===== config.mk =====
export PLATFORM = sky130hd
export DESIGN_NAME = sevenseg_scan_ctrl
export DESIGN_NICKNAME = d
export VERILOG_FILES = /design/src/rtl/sevenseg_scan_ctrl.sv
export SDC_FILE = /design/constraint.sdc
export NUM_CORES = 1
export LEC_CHECK = 0
export ABC_AREA = 0
export BUFFER_PORTS_ARGS = -buffer_cell sky130_fd_sc_hd__buf_2
export CORE_MARGIN = 2
export CORE_UTILIZATION = 45
export CTS_CLUSTER_DIAMETER = 40
export DETAILED_ROUTE_END_ITERATION = 10
export PLACE_DENSITY = 0.71
export REMOVE_ABC_BUFFERS = 1
export SETUP_SLACK_MARGIN = 0.2
export SYNTH_ARGS = -nofsm -noshare
export SYNTH_HDL_FRONTEND = slang
export SYNTH_SLANG_ARGS = --single-unit

===== constraint.sdc =====
create_clock -name ext_clk -period 4.1 [get_ports ext_clk]
set_clock_uncertainty 0.2 [all_clocks]
set_input_delay 0.615 -clock ext_clk [delete_from_list [all_inputs] [get_ports ext_clk]]
set_output_delay 0.615 -clock ext_clk [all_outputs]
set_load 0.02 [all_outputs]

===== src/rtl/sevenseg_scan_ctrl.sv =====
// Multiplexed N-digit seven-segment scanner with frame-synchronous loading,
// leading-zero blanking, PWM dimming and a blank cycle at each digit slot start.
module sevenseg_scan_ctrl #(
    parameter int DIGITS      = 4,
    parameter int REFRESH_DIV = 50000,
    parameter int DIM_W       = 3
) (
    input  logic                  ext_clk,
    input  logic                  reset,
    input  logic [4*DIGITS-1:0]   value,
    input  logic [DIGITS-1:0]     dp,
    input  logic                  load,
    input  logic                  lz_en,
    input  logic [DIM_W-1:0]      bright,
    output logic [DIGITS-1:0]     an,
    output logic [7:0]            seg,
    output logic                  frame_tick,
    output logic                  pending
);

    localparam int SW = (REFRESH_DIV > 1) ? $clog2(REFRESH_DIV) : 1;
    localparam int DW = (DIGITS > 1) ? $clog2(DIGITS) : 1;

    logic [SW-1:0]       slot_reg;
    logic [DW-1:0]       digit_reg;
    logic [DIM_W-1:0]    pwm_reg;
    logic [4*DIGITS-1:0] shadow_reg;
    logic [4*DIGITS-1:0] disp_reg;
    logic [DIGITS-1:0]   shadow_dp_reg;
    logic [DIGITS-1:0]   disp_dp_reg;
    logic                pending_reg;

    logic                slot_last;
    logic                frame_end;
    logic [DIGITS:0]     zero_above;
    logic [DIGITS-1:0]   blank;
    logic [6:0]          glyph [DIGITS];
    logic                digit_on;
    logic [DIGITS-1:0]   an_next;
    logic [7:0]          seg_next;

    function automatic logic [6:0] hex7(input logic [3:0] n);
        logic [6:0] r;
        case (n)
            4'h0: r = 7'h3F;
            4'h1: r = 7'h06;
            4'h2: r = 7'h5B;
            4'h3: r = 7'h4F;
            4'h4: r = 7'h66;
            4'h5: r = 7'h6D;
            4'h6: r = 7'h7D;
            4'h7: r = 7'h07;
            4'h8: r = 7'h7F;
            4'h9: r = 7'h6F;
            4'hA: r = 7'h77;
            4'hB: r = 7'h7C;
            4'hC: r = 7'h39;
            4'hD: r = 7'h5E;
            4'hE: r = 7'h79;
            default: r = 7'h71;
        endcase
        return r;
    endfunction

    assign slot_last  = (slot_reg == SW'(REFRESH_DIV - 1));
    assign frame_end  = slot_last && (digit_reg == DW'(DIGITS - 1));
    assign frame_tick = frame_end;
    assign pending    = pending_reg;

    always_ff @(posedge ext_clk or negedge reset) begin
        if (!reset) begin
            slot_reg  <= '0;
            digit_reg <= '0;
            pwm_reg   <= '0;
        end else begin
            pwm_reg <= pwm_reg + 1'b1;
            if (slot_last) begin
                slot_reg  <= '0;
                digit_reg <= (digit_reg == DW'(DIGITS - 1)) ? '0 : digit_reg + 1'b1;
            end else begin
                slot_reg <= slot_reg + 1'b1;
            end
        end
    end

    // Display registers only change at the frame boundary; a load landing on
    // that very cycle bypasses the shadow so it is not delayed a whole frame.
    always_ff @(posedge ext_clk or negedge reset) begin
        if (!reset) begin
            shadow_reg    <= '0;
            shadow_dp_reg <= '0;
            disp_reg      <= '0;
            disp_dp_reg   <= '0;
            pending_reg   <= 1'b0;
        end else begin
            if (load) begin
                shadow_reg    <= value;
                shadow_dp_reg <= dp;
            end
            if (frame_end && load) begin
                disp_reg    <= value;
                disp_dp_reg <= dp;
                pending_reg <= 1'b0;
            end else if (frame_end && pending_reg) begin
                disp_reg    <= shadow_reg;
                disp_dp_reg <= shadow_dp_reg;
                pending_reg <= 1'b0;
            end else if (load) begin
                pending_reg <= 1'b1;
            end
        end
    end

    assign zero_above[DIGITS] = 1'b1;

    generate
        for (genvar gi = 0; gi < DIGITS; gi++) begin : g_digit
            assign zero_above[gi] = zero_above[gi+1] && (disp_reg[4*gi +: 4] == 4'h0);
            assign glyph[gi]      = hex7(disp_reg[4*gi +: 4]);
            if (gi == 0) begin : g_first
                assign blank[gi] = 1'b0;
            end else begin : g_rest
                assign blank[gi] = lz_en && zero_above[gi] && !disp_dp_reg[gi];
            end
        end
    endgenerate

    always_comb begin
        digit_on = (slot_reg != '0) && (pwm_reg <= bright) && !blank[digit_reg];
        an_next  = '1;
        seg_next = 8'hFF;
        if (digit_on) begin
            an_next  = ~(DIGITS'(1) << digit_reg);
            seg_next = {~disp_dp_reg[digit_reg], ~glyph[digit_reg]};
        end
    end

    always_ff @(posedge ext_clk or negedge reset) begin
        if (!reset) begin
            an  <= '1;
            seg <= 8'hFF;
        end else begin
            an  <= an_next;
            seg <= seg_next;
        end
    end

endmodule


==> run summary, run 1 <==
Status = finished, final reports clean
H-tree lvl count = 3
Switch Pwr = 0.000349 W
Via count = 3102
IO Port Bufs = 40
FFs w/ async S/R, synth = 100%
Post-synthesis register bit count = 74
Critical path class = reg -> out
I/O Pins = 41
Final Max Tran Viols = 0
Final hold slack = 96.9 ps
Overall routing resource usage = 17.6%
Total gr overflow = 0
Internal power = 0.00121 W
# DRC = 0
Via-per-instance ratio = 5.39
P&R area growth vs syn = 12.0%
Slew @ Worst Pin = 683 ps
Yosys top cell by area = dfrtp_1
Drt pass-1 iters = 5
Layout Cells excl Fill = 575
Clock Latency Late Sink = 350 ps
Setup tns final = 0 ps
Synth top area cells = dfrtp_1 36%, ha_1 9.8%, mux2_2 8.3%
CTS tree = built
First-pass GRT wire length = 14400 µm
Root Driver = clkbuf_8
Fin nets = 502
Post-placement cell count = 559
Total power = 0.00156 W
Slew Limit Headroom = 54.5%
Number of synthesized flops with an enable pin = 0
YS warnings = 0
Worst-path clk slew = 80 ps
CP required = 3280 ps
Clock share of power = 42.4%
Startpoint types = flop
Switching share of total power = 22.4%
Ant diodes = 0
Largest net degree at the start of global routing = 40
Clock Path Buffers = 2
TritonCTS Buffers = 9
Tmin final = 3070 ps
R2R Path Start = slot_reg[0]
Final setup vio count = 0
Final Cycle Share = 74.8%
Resize count post-CTS = 0
Total setup buffers inserted after CTS = 0
FP Rows = 35
Pwr dens = 320 nW/µm²
Die height = 102 µm
Fin. Hold Viols = 0
Mean area per synthesized cell = 10.6 µm²
Worst vdd ir = 0.172 mV
Crit path max fanout = 11
Cells after Synth = 410
DR iter-0 viols = 124
Die area = 10500 µm²
Fmax = 326 MHz
Core region area = 9330 µm²
Vias in the first global route = 2951
Worst r2r dst = disp_reg[10]
CTS sink count = 74
Most used flip-flop cell after synthesis = dfrtp_1
DP HPWL = 6230 µm
Final wirelength = 8490 µm
Sequential share of the synthesized area = 42.9%
Reg2reg path depth = 5
Top-area cell type share of the netlist area = 35.6%
Comb power frac = 7.7%
Initial Utilization = 46.7%
R2r setup slk = 1760 ps
Routed wire per std cell = 14.8 µm
Commonest non-fill, non-tap cell in the layout = dfrtp_1
Share of post-route cells with drive strength above 1 = 26.0%
Sequential power share = 49.9%
Synthesized cell area = 4350 µm²
RePlAce Congestion = 0.896
Die W = 102 µm
Crit path DAT = 2250 ps
CTS Hold Buffers Added = 0
Most frequent cells in the layout = 62 x dfrtp_1, 40 x buf_2, 34 x ha_1, 32 x mux2_2, 28 x nor2_1
Yosys cell types = 53
Routed Antenna Nets = 0
Final core utilization = 52.3%
Initial antenna violation count = 0
CP Capture Type = output port
Worst min-delay path class = in -> async
P_leak = 2.21 nW
# fillers = 845
Max Cap Viol = 0
RSZ-0062 raised after global routing = false
[synth_stat cells, types with 2 or more instances]
library cell / n
a31oi_1: 4
nor2_1: 28
a22oi_1: 6
mux2i_1: 13
nand2b_1: 8
xnor2_1: 9
o31ai_1: 2
o22ai_1: 2
a32oi_1: 5
nor3_1: 5
ha_1: 34
dfstp_2: 12
dfrtp_1: 62
o311ai_0: 6
o2111ai_1: 2
o22a_1: 4
a221oi_1: 3
nor2b_1: 10
nand4_1: 5
buf_1: 3
mux2_2: 32
clkbuf_1: 16
buf_2: 3
and2_1: 3
nor3b_1: 5
nand3b_1: 2
a211oi_1: 4
mux4_2: 5
inv_1: 26
a21oi_1: 12
nor4_1: 2
nand2_1: 23
o21ai_0: 17
xor2_1: 6
nand3_1: 13
[worst max-delay path, stage by stage (launching register included)]
cell     delay [ps]
dfrtp_1         440
or4_4           540
nor4_4          300
and3_2          410
buf_2           210
[power groups by stage]
stage	Combinational, W	Sequential (W)	Clock [W]
4_1_cts	0.000123	0.000780	0.000678
3_3_place_gp	0.000120	0.000792	0
6_report	0.000121	0.000780	0.000662
3_5_place_dp	0.000123	0.000794	0
5_1_grt	0.000136	0.000784	0.000703
2_1_floorplan	0.0000587	0.000799	0
[routing by layer]
layer	routed length, µm	up-vias	global-route usage (%)
met2	3850	71	26.8
met4	101	0	5.23
met1	4210	1505	25.7
met5	0	-	0
met3	329	8	3.35
li1	-	1518	-
[metrics by stage]
step,cell area (µm²),setup WS (ps)
finish,4870,1030
global route,4870,872
CTS,4870,997
detailed placement,4640,1400
global placement,4640,1450
floorplan,4250,1510
[layout make-up]
class	count	area, µm²	area share, %
clock inverter	4	72.6	1.49
clock buffer	12	165	3.39
multi-input combinational	286	2280	46.8
sequential	74	1870	38.3
timing repair buffer	44	230	4.72
tap	129	161	3.31
inverter	26	97.6	2.00
[logic make-up (layout without fill, tap and decap cells)]
kind of cell,Yosys count,in the layout,share of synthesized area [%]
xor+xnor,15,15,3.02
simple gates,115,115,14.5
buf+inv,50,86,4.71
fa+ha+maj,34,34,9.77
compound gates,72,72,11.2
flops,74,74,42.9
mux,50,50,13.9
[worst max-delay path by stage]
| stage | startpoint | end | cells after the start |
|---|---|---|---|
| global route | slot_reg[0] | frame_tick | 5 |
| finish | slot_reg[10] | frame_tick | 4 |
| CTS | slot_reg[10] | frame_tick | 4 |
| floorplan | bright[1] | seg[5] | 7 |
| detailed placement | slot_reg[10] | frame_tick | 4 |
| global placement | slot_reg[11] | frame_tick | 4 |
Note: power is estimated with default switching activity, not from simulation.
==> run 2: changes to the inputs <==
==> constraint.sdc (replaced) <==
create_clock -name ext_clk -period 2.9 [get_ports ext_clk]
set_clock_uncertainty 0.2 [all_clocks]
set_input_delay 0.435 -clock ext_clk [delete_from_list [all_inputs] [get_ports ext_clk]]
set_output_delay 0.435 -clock ext_clk [all_outputs]
set_load 0.02 [all_outputs]
==> run 2 against run 1 <==
  * Sequential cell count unchanged
  * Count of clock-buffer cells in the layout unchanged
  * Setup slack got worse by 680 ps
  * Core utilization increased by 0.31 points
  * Largest power group unchanged
==> run summary, run 2 (synthesized netlist as in run 1, its figures left out) <==
RePlAce Congestion = 0.882
Cell Area, Placed = 4660 µm²
CTS tree = built
Initial Utilization = 46.7%
FP Rows = 35
Clock Path Buffers = 2
Overall routing resource usage = 18.6%
Final wirelength = 8680 µm
DR iter-0 viols = 167
Total power = 0.00210 W
First-pass GRT wire length = 15200 µm
Final Max Tran Viols = 0
Die area = 10500 µm²
Commonest non-fill, non-tap cell in the layout = dfrtp_1
Via count = 3139
Status = finished, final reports clean
CTS sink count = 74
Fin. Hold Viols = 0
# DRC = 0
Most frequent cells in the layout = 61 x dfrtp_1, 40 x buf_2, 34 x ha_1, 32 x mux2_2, 28 x nor2_1
Routed wire per std cell = 15.0 µm
Final setup vio count = 0
CP Capture Type = output port
Startpoint types = flop
Setup slack at placement = 537 ps
Via-per-instance ratio = 5.42
Share of post-route cells with drive strength above 1 = 26.7%
Drt pass-1 iters = 4
IO Port Bufs = 40
Largest net degree at the start of global routing = 47
Worst-path clk slew = 80 ps
Ant diodes = 0
P_leak = 2.23 nW
Final Cycle Share = 87.8%
I/O Pins = 41
Slew Limit Headroom = 55.7%
Vias in the first global route = 3121
Fin nets = 506
# fillers = 852
Final Worst Setup Slack = 355 ps
Die height = 102 µm
RSZ-0062 raised after global routing = false
Initial antenna violation count = 0
Worst min-delay path class = in -> reg
Tmin final = 2550 ps
Pwr dens = 428 nW/µm²
Routed Antenna Nets = 0
Max Cap Viol = 0
Crit path max fanout = 4
H-tree lvl count = 3
Total gr overflow = 0
Clock Latency Late Sink = 350 ps
Fmax = 393 MHz
Slew @ Worst Pin = 664 ps
Post-route cell area = 4900 µm²
Root Driver = clkbuf_8
Critical path class = reg -> out
TritonCTS Buffers = 9
CP required = 2270 ps
Core region area = 9330 µm²
P&R area growth vs syn = 12.6%
Setup tns final = 0 ps
Crit path DAT = 1910 ps
Die W = 102 µm
Worst vdd ir = 0.226 mV
DP HPWL = 6460 µm
[run 2: per-layer routing]
metal  global-route usage (%)  part of all wire, %  vias up
li1                         -                    -     1523
met1                     25.6                   48     1525
met2                     29.5                   46       74
met3                     2.94                  3.9       17
met4                     7.59                  2.0        0
met5                        0                    0        -
[run 2: final cells by class]
type	count	area [µm²]	area share (%)
multi-input combinational	286	2300	46.8
tap	129	161	3.29
inverter	26	97.6	1.99
clock buffer	12	155	3.16
clock inverter	4	50.0	1.02
timing repair buffer	48	275	5.61
sequential	74	1870	38.1
[run 2: critical path, stage by stage (launching register included)]
cell and delay, ps:
dfrtp_1 420, or4_4 560, nor4_4 180, and3_4 240, buf_2 160
[run 2: repair_timing]
action,CTS,global route
endpoints found under the setup margin,1,1
pin swaps,1,1
hold endpoints to repair,18,0
setup buffers,1,0
gates resized for setup,2,2
hold buffers,1,0
[run 2: final timing paths]
check                        startpoint              to  slack, ps  cells after the start
max in group asynchronous         reset          seg[7]       1320                      3
max reg2reg                slot_reg[11]    disp_reg[10]        570                      5
min                            value[6]   shadow_reg[6]        130                      2
min reg2reg                  pwm_reg[0]      pwm_reg[0]        250                      1
min in group asynchronous         reset  shadow_reg[13]        450                      2
max                        slot_reg[11]      frame_tick        350                      4
[run 2: where the power goes]
| part | switching, W | internal (W) | leakage, nW |
|---|---|---|---|
| registers | 0.0000234 | 0.00108 | 0.868 |
| clock network | 0.000379 | 0.000443 | 0.0986 |
| logic | 0.0000894 | 0.0000836 | 1.26 |
[run 2: metrics by stage]
step	util (%)	std cells	hold WS, ps
floorplan	-	386	-60.6
global placement	50.0	561	234
detailed placement	50.0	561	240
CTS	52.5	579	112
global route	52.6	579	115
finish	52.6	579	132
==> run 3: changes to the inputs <==
--- a/config.mk
+++ b/config.mk
@@ -7,11 +7,13 @@
 export LEC_CHECK = 0
 export ABC_AREA = 0
 export BUFFER_PORTS_ARGS = -buffer_cell sky130_fd_sc_hd__buf_2
+export CELL_PAD_IN_SITES_DETAIL_PLACEMENT = 0
+export CELL_PAD_IN_SITES_GLOBAL_PLACEMENT = 1
 export CORE_MARGIN = 2
 export CORE_UTILIZATION = 45
 export CTS_CLUSTER_DIAMETER = 40
 export DETAILED_ROUTE_END_ITERATION = 10
-export PLACE_DENSITY = 0.71
+export PLACE_DENSITY = 0.85
 export REMOVE_ABC_BUFFERS = 1
 export SETUP_SLACK_MARGIN = 0.2
 export SYNTH_ARGS = -nofsm -noshare
==> run 3 against run 2 <==
  * The flow now finishes with violations (negative hold slack)
  * Clock power down 0.6%
  * First-iteration DRC count fell by 2.4%
  * Setup slack got worse by 110 ps
  * Core utilization decreased by 0.16 points
  * Die area stayed put
  * Via count is 0.73% lower
  * Wire length up 1.6%
  * Count of clock-buffer cells in the layout down 1
  * Global-route usage shrank 0.53 points
  * Critical path depth unchanged
  * Sequential power is essentially flat
  * Worst hold slack worse by 140 ps
==> run summary, run 3 (synthesized netlist as in run 1, its figures left out) <==
Tmin final = 2650 ps
Area of the multi-input gates = 2300 µm²
Cell Area, Placed = 4650 µm²
CP required = 2270 ps
I/O Pins = 41
Max Cap Viol = 0
Comb power frac = 8.0%
Root Driver = clkbuf_8
Via count = 3116
DP HPWL = 6200 µm
CP Capture Type = output port
Final wirelength = 8810 µm
Internal power = 0.00160 W
Setup slack at placement = 525 ps
Worst-path clk slew = 80 ps
Clock Latency Late Sink = 360 ps
RePlAce Congestion = 0.822
Overall routing resource usage = 18.1%
Final Max Tran Viols = 0
Worst min-delay path class = in -> async
Pwr dens = 428 nW/µm²
CTS sink count = 74
Final Cycle Share = 91.5%
TritonCTS Buffers = 9
Total gr overflow = 0
Ant diodes = 0
Switching share of total power = 23.5%
P_leak = 2.23 nW
Status = finished with violations
Most frequent cells in the layout = 62 x dfrtp_1, 39 x buf_2, 34 x ha_1, 32 x mux2_2, 28 x nor2_1
Worst vdd ir = 0.284 mV
Slew Limit Headroom = 37.8%
Clock share of power = 39.1%
Slowest-stage cell, CP = or4_4
Routed wire per std cell = 15.2 µm
Largest net degree at the start of global routing = 75
Fin. Hold Viols = 1
CP Buf/Inv Count = 1
Final setup vio count = 0
IO Port Bufs = 40
Switch Pwr = 0.000491 W
DR iter-0 viols = 163
RSZ-0062 raised after global routing = false
Setup tns final = 0 ps
Crit path DAT = 2020 ps
First-pass GRT wire length = 14700 µm
Critical path class = reg -> out
Commonest non-fill, non-tap cell in the layout = dfrtp_1
Crit path largest cell delay = 550 ps
Core region area = 9330 µm²
Post-route cell area = 4890 µm²
Share of post-route cells with drive strength above 1 = 26.9%
Fmax = 377 MHz
# fillers = 847
Drt pass-1 iters = 4
Slew @ Worst Pin = 933 ps
Fin nets = 506
Initial Utilization = 46.7%
CTS tree = built
Crit path max fanout = 3
Sequential power share = 52.8%
CP Cell Sequence = or4_4 > nor4_4 > and3_4 > buf_2
Final hold slack = -4.74 ps
Die height = 102 µm
P&R area growth vs syn = 12.3%
Vias in the first global route = 2997
Final Worst Setup Slack = 248 ps
Delay-heaviest family, CP = simple AND/OR/NAND/NOR gates
Routed Antenna Nets = 0
FP Rows = 35
Via-per-instance ratio = 5.38
Die W = 102 µm
H-tree lvl count = 3
Die area = 10500 µm²
Clock Path Buffers = 2
# DRC = 0
Violated checks = negative hold slack
Initial antenna violation count = 0
Register area = 1870 µm²
Startpoint types = flop
run 3: worst paths after layout:
path / from / end / cells past startpoint / slack [ps]
min in group ext_clk: value[7] / shadow_reg[7] / 2 / 120
hold reg to reg: pwm_reg[0] / pwm_reg[0] / 1 / 250
setup reg to reg: slot_reg[11] / disp_dp_reg[2] / 5 / 470
hold / removal: reset / shadow_reg[7] / 1 / -5
max in group asynchronous: reset / shadow_reg[15] / 1 / 1870
setup / recovery: slot_reg[11] / frame_tick / 4 / 250
run 3: per-layer routing:
layer | share of wire [%] | up-vias | global-route usage, % | wire length (µm)
met5 | 0 | - | 0 | 0
met4 | 1.6 | 0 | 6.05 | 144
met3 | 4.8 | 9 | 4.86 | 426
met2 | 44 | 76 | 27.3 | 3910
met1 | 49 | 1500 | 25.3 | 4330
li1 | - | 1531 | - | -
run 3: cell type report:
type                       count  area share (%)
clock inverter                 5            1.07
clock buffer                  11            3.10
inverter                      26            2.00
multi-input combinational    286            47.0
tap                          129            3.30
sequential                    74            38.2
timing repair buffer          48            5.37
run 3: power groups by stage:
| stage | clock network, W | registers [W] | logic [W] |
|---|---|---|---|
| final | 0.000818 | 0.00110 | 0.000168 |
| after global routing | 0.000895 | 0.00111 | 0.000189 |
| after CTS | 0.000846 | 0.00110 | 0.000172 |
| after detailed placement | 0 | 0.00112 | 0.000171 |
| after global placement | 0 | 0.00112 | 0.000166 |
| after floorplan | 0 | 0.00113 | 0.0000830 |
run 3: what timing repair did:
| action | 4_1_cts | 5_1_grt |
|---|---|---|
| pin swaps | 1 | 0 |
| gates resized for setup | 1 | 2 |
| setup buffers | 1 | 2 |
| setup endpoints to repair | 1 | 1 |
| hold buffers | 0 | 0 |
run 3: through the flow:
| step | power, W | utilization [%] | instances |
|---|---|---|---|
| after global placement | 0.00129 | 49.8 | 560 |
| after detailed placement | 0.00129 | 49.8 | 560 |
| after CTS | 0.00212 | 52.1 | 577 |
| final | 0.00209 | 52.4 | 579 |
| after floorplan | 0.00121 | - | 386 |
| after global routing | 0.00219 | 52.4 | 579 |
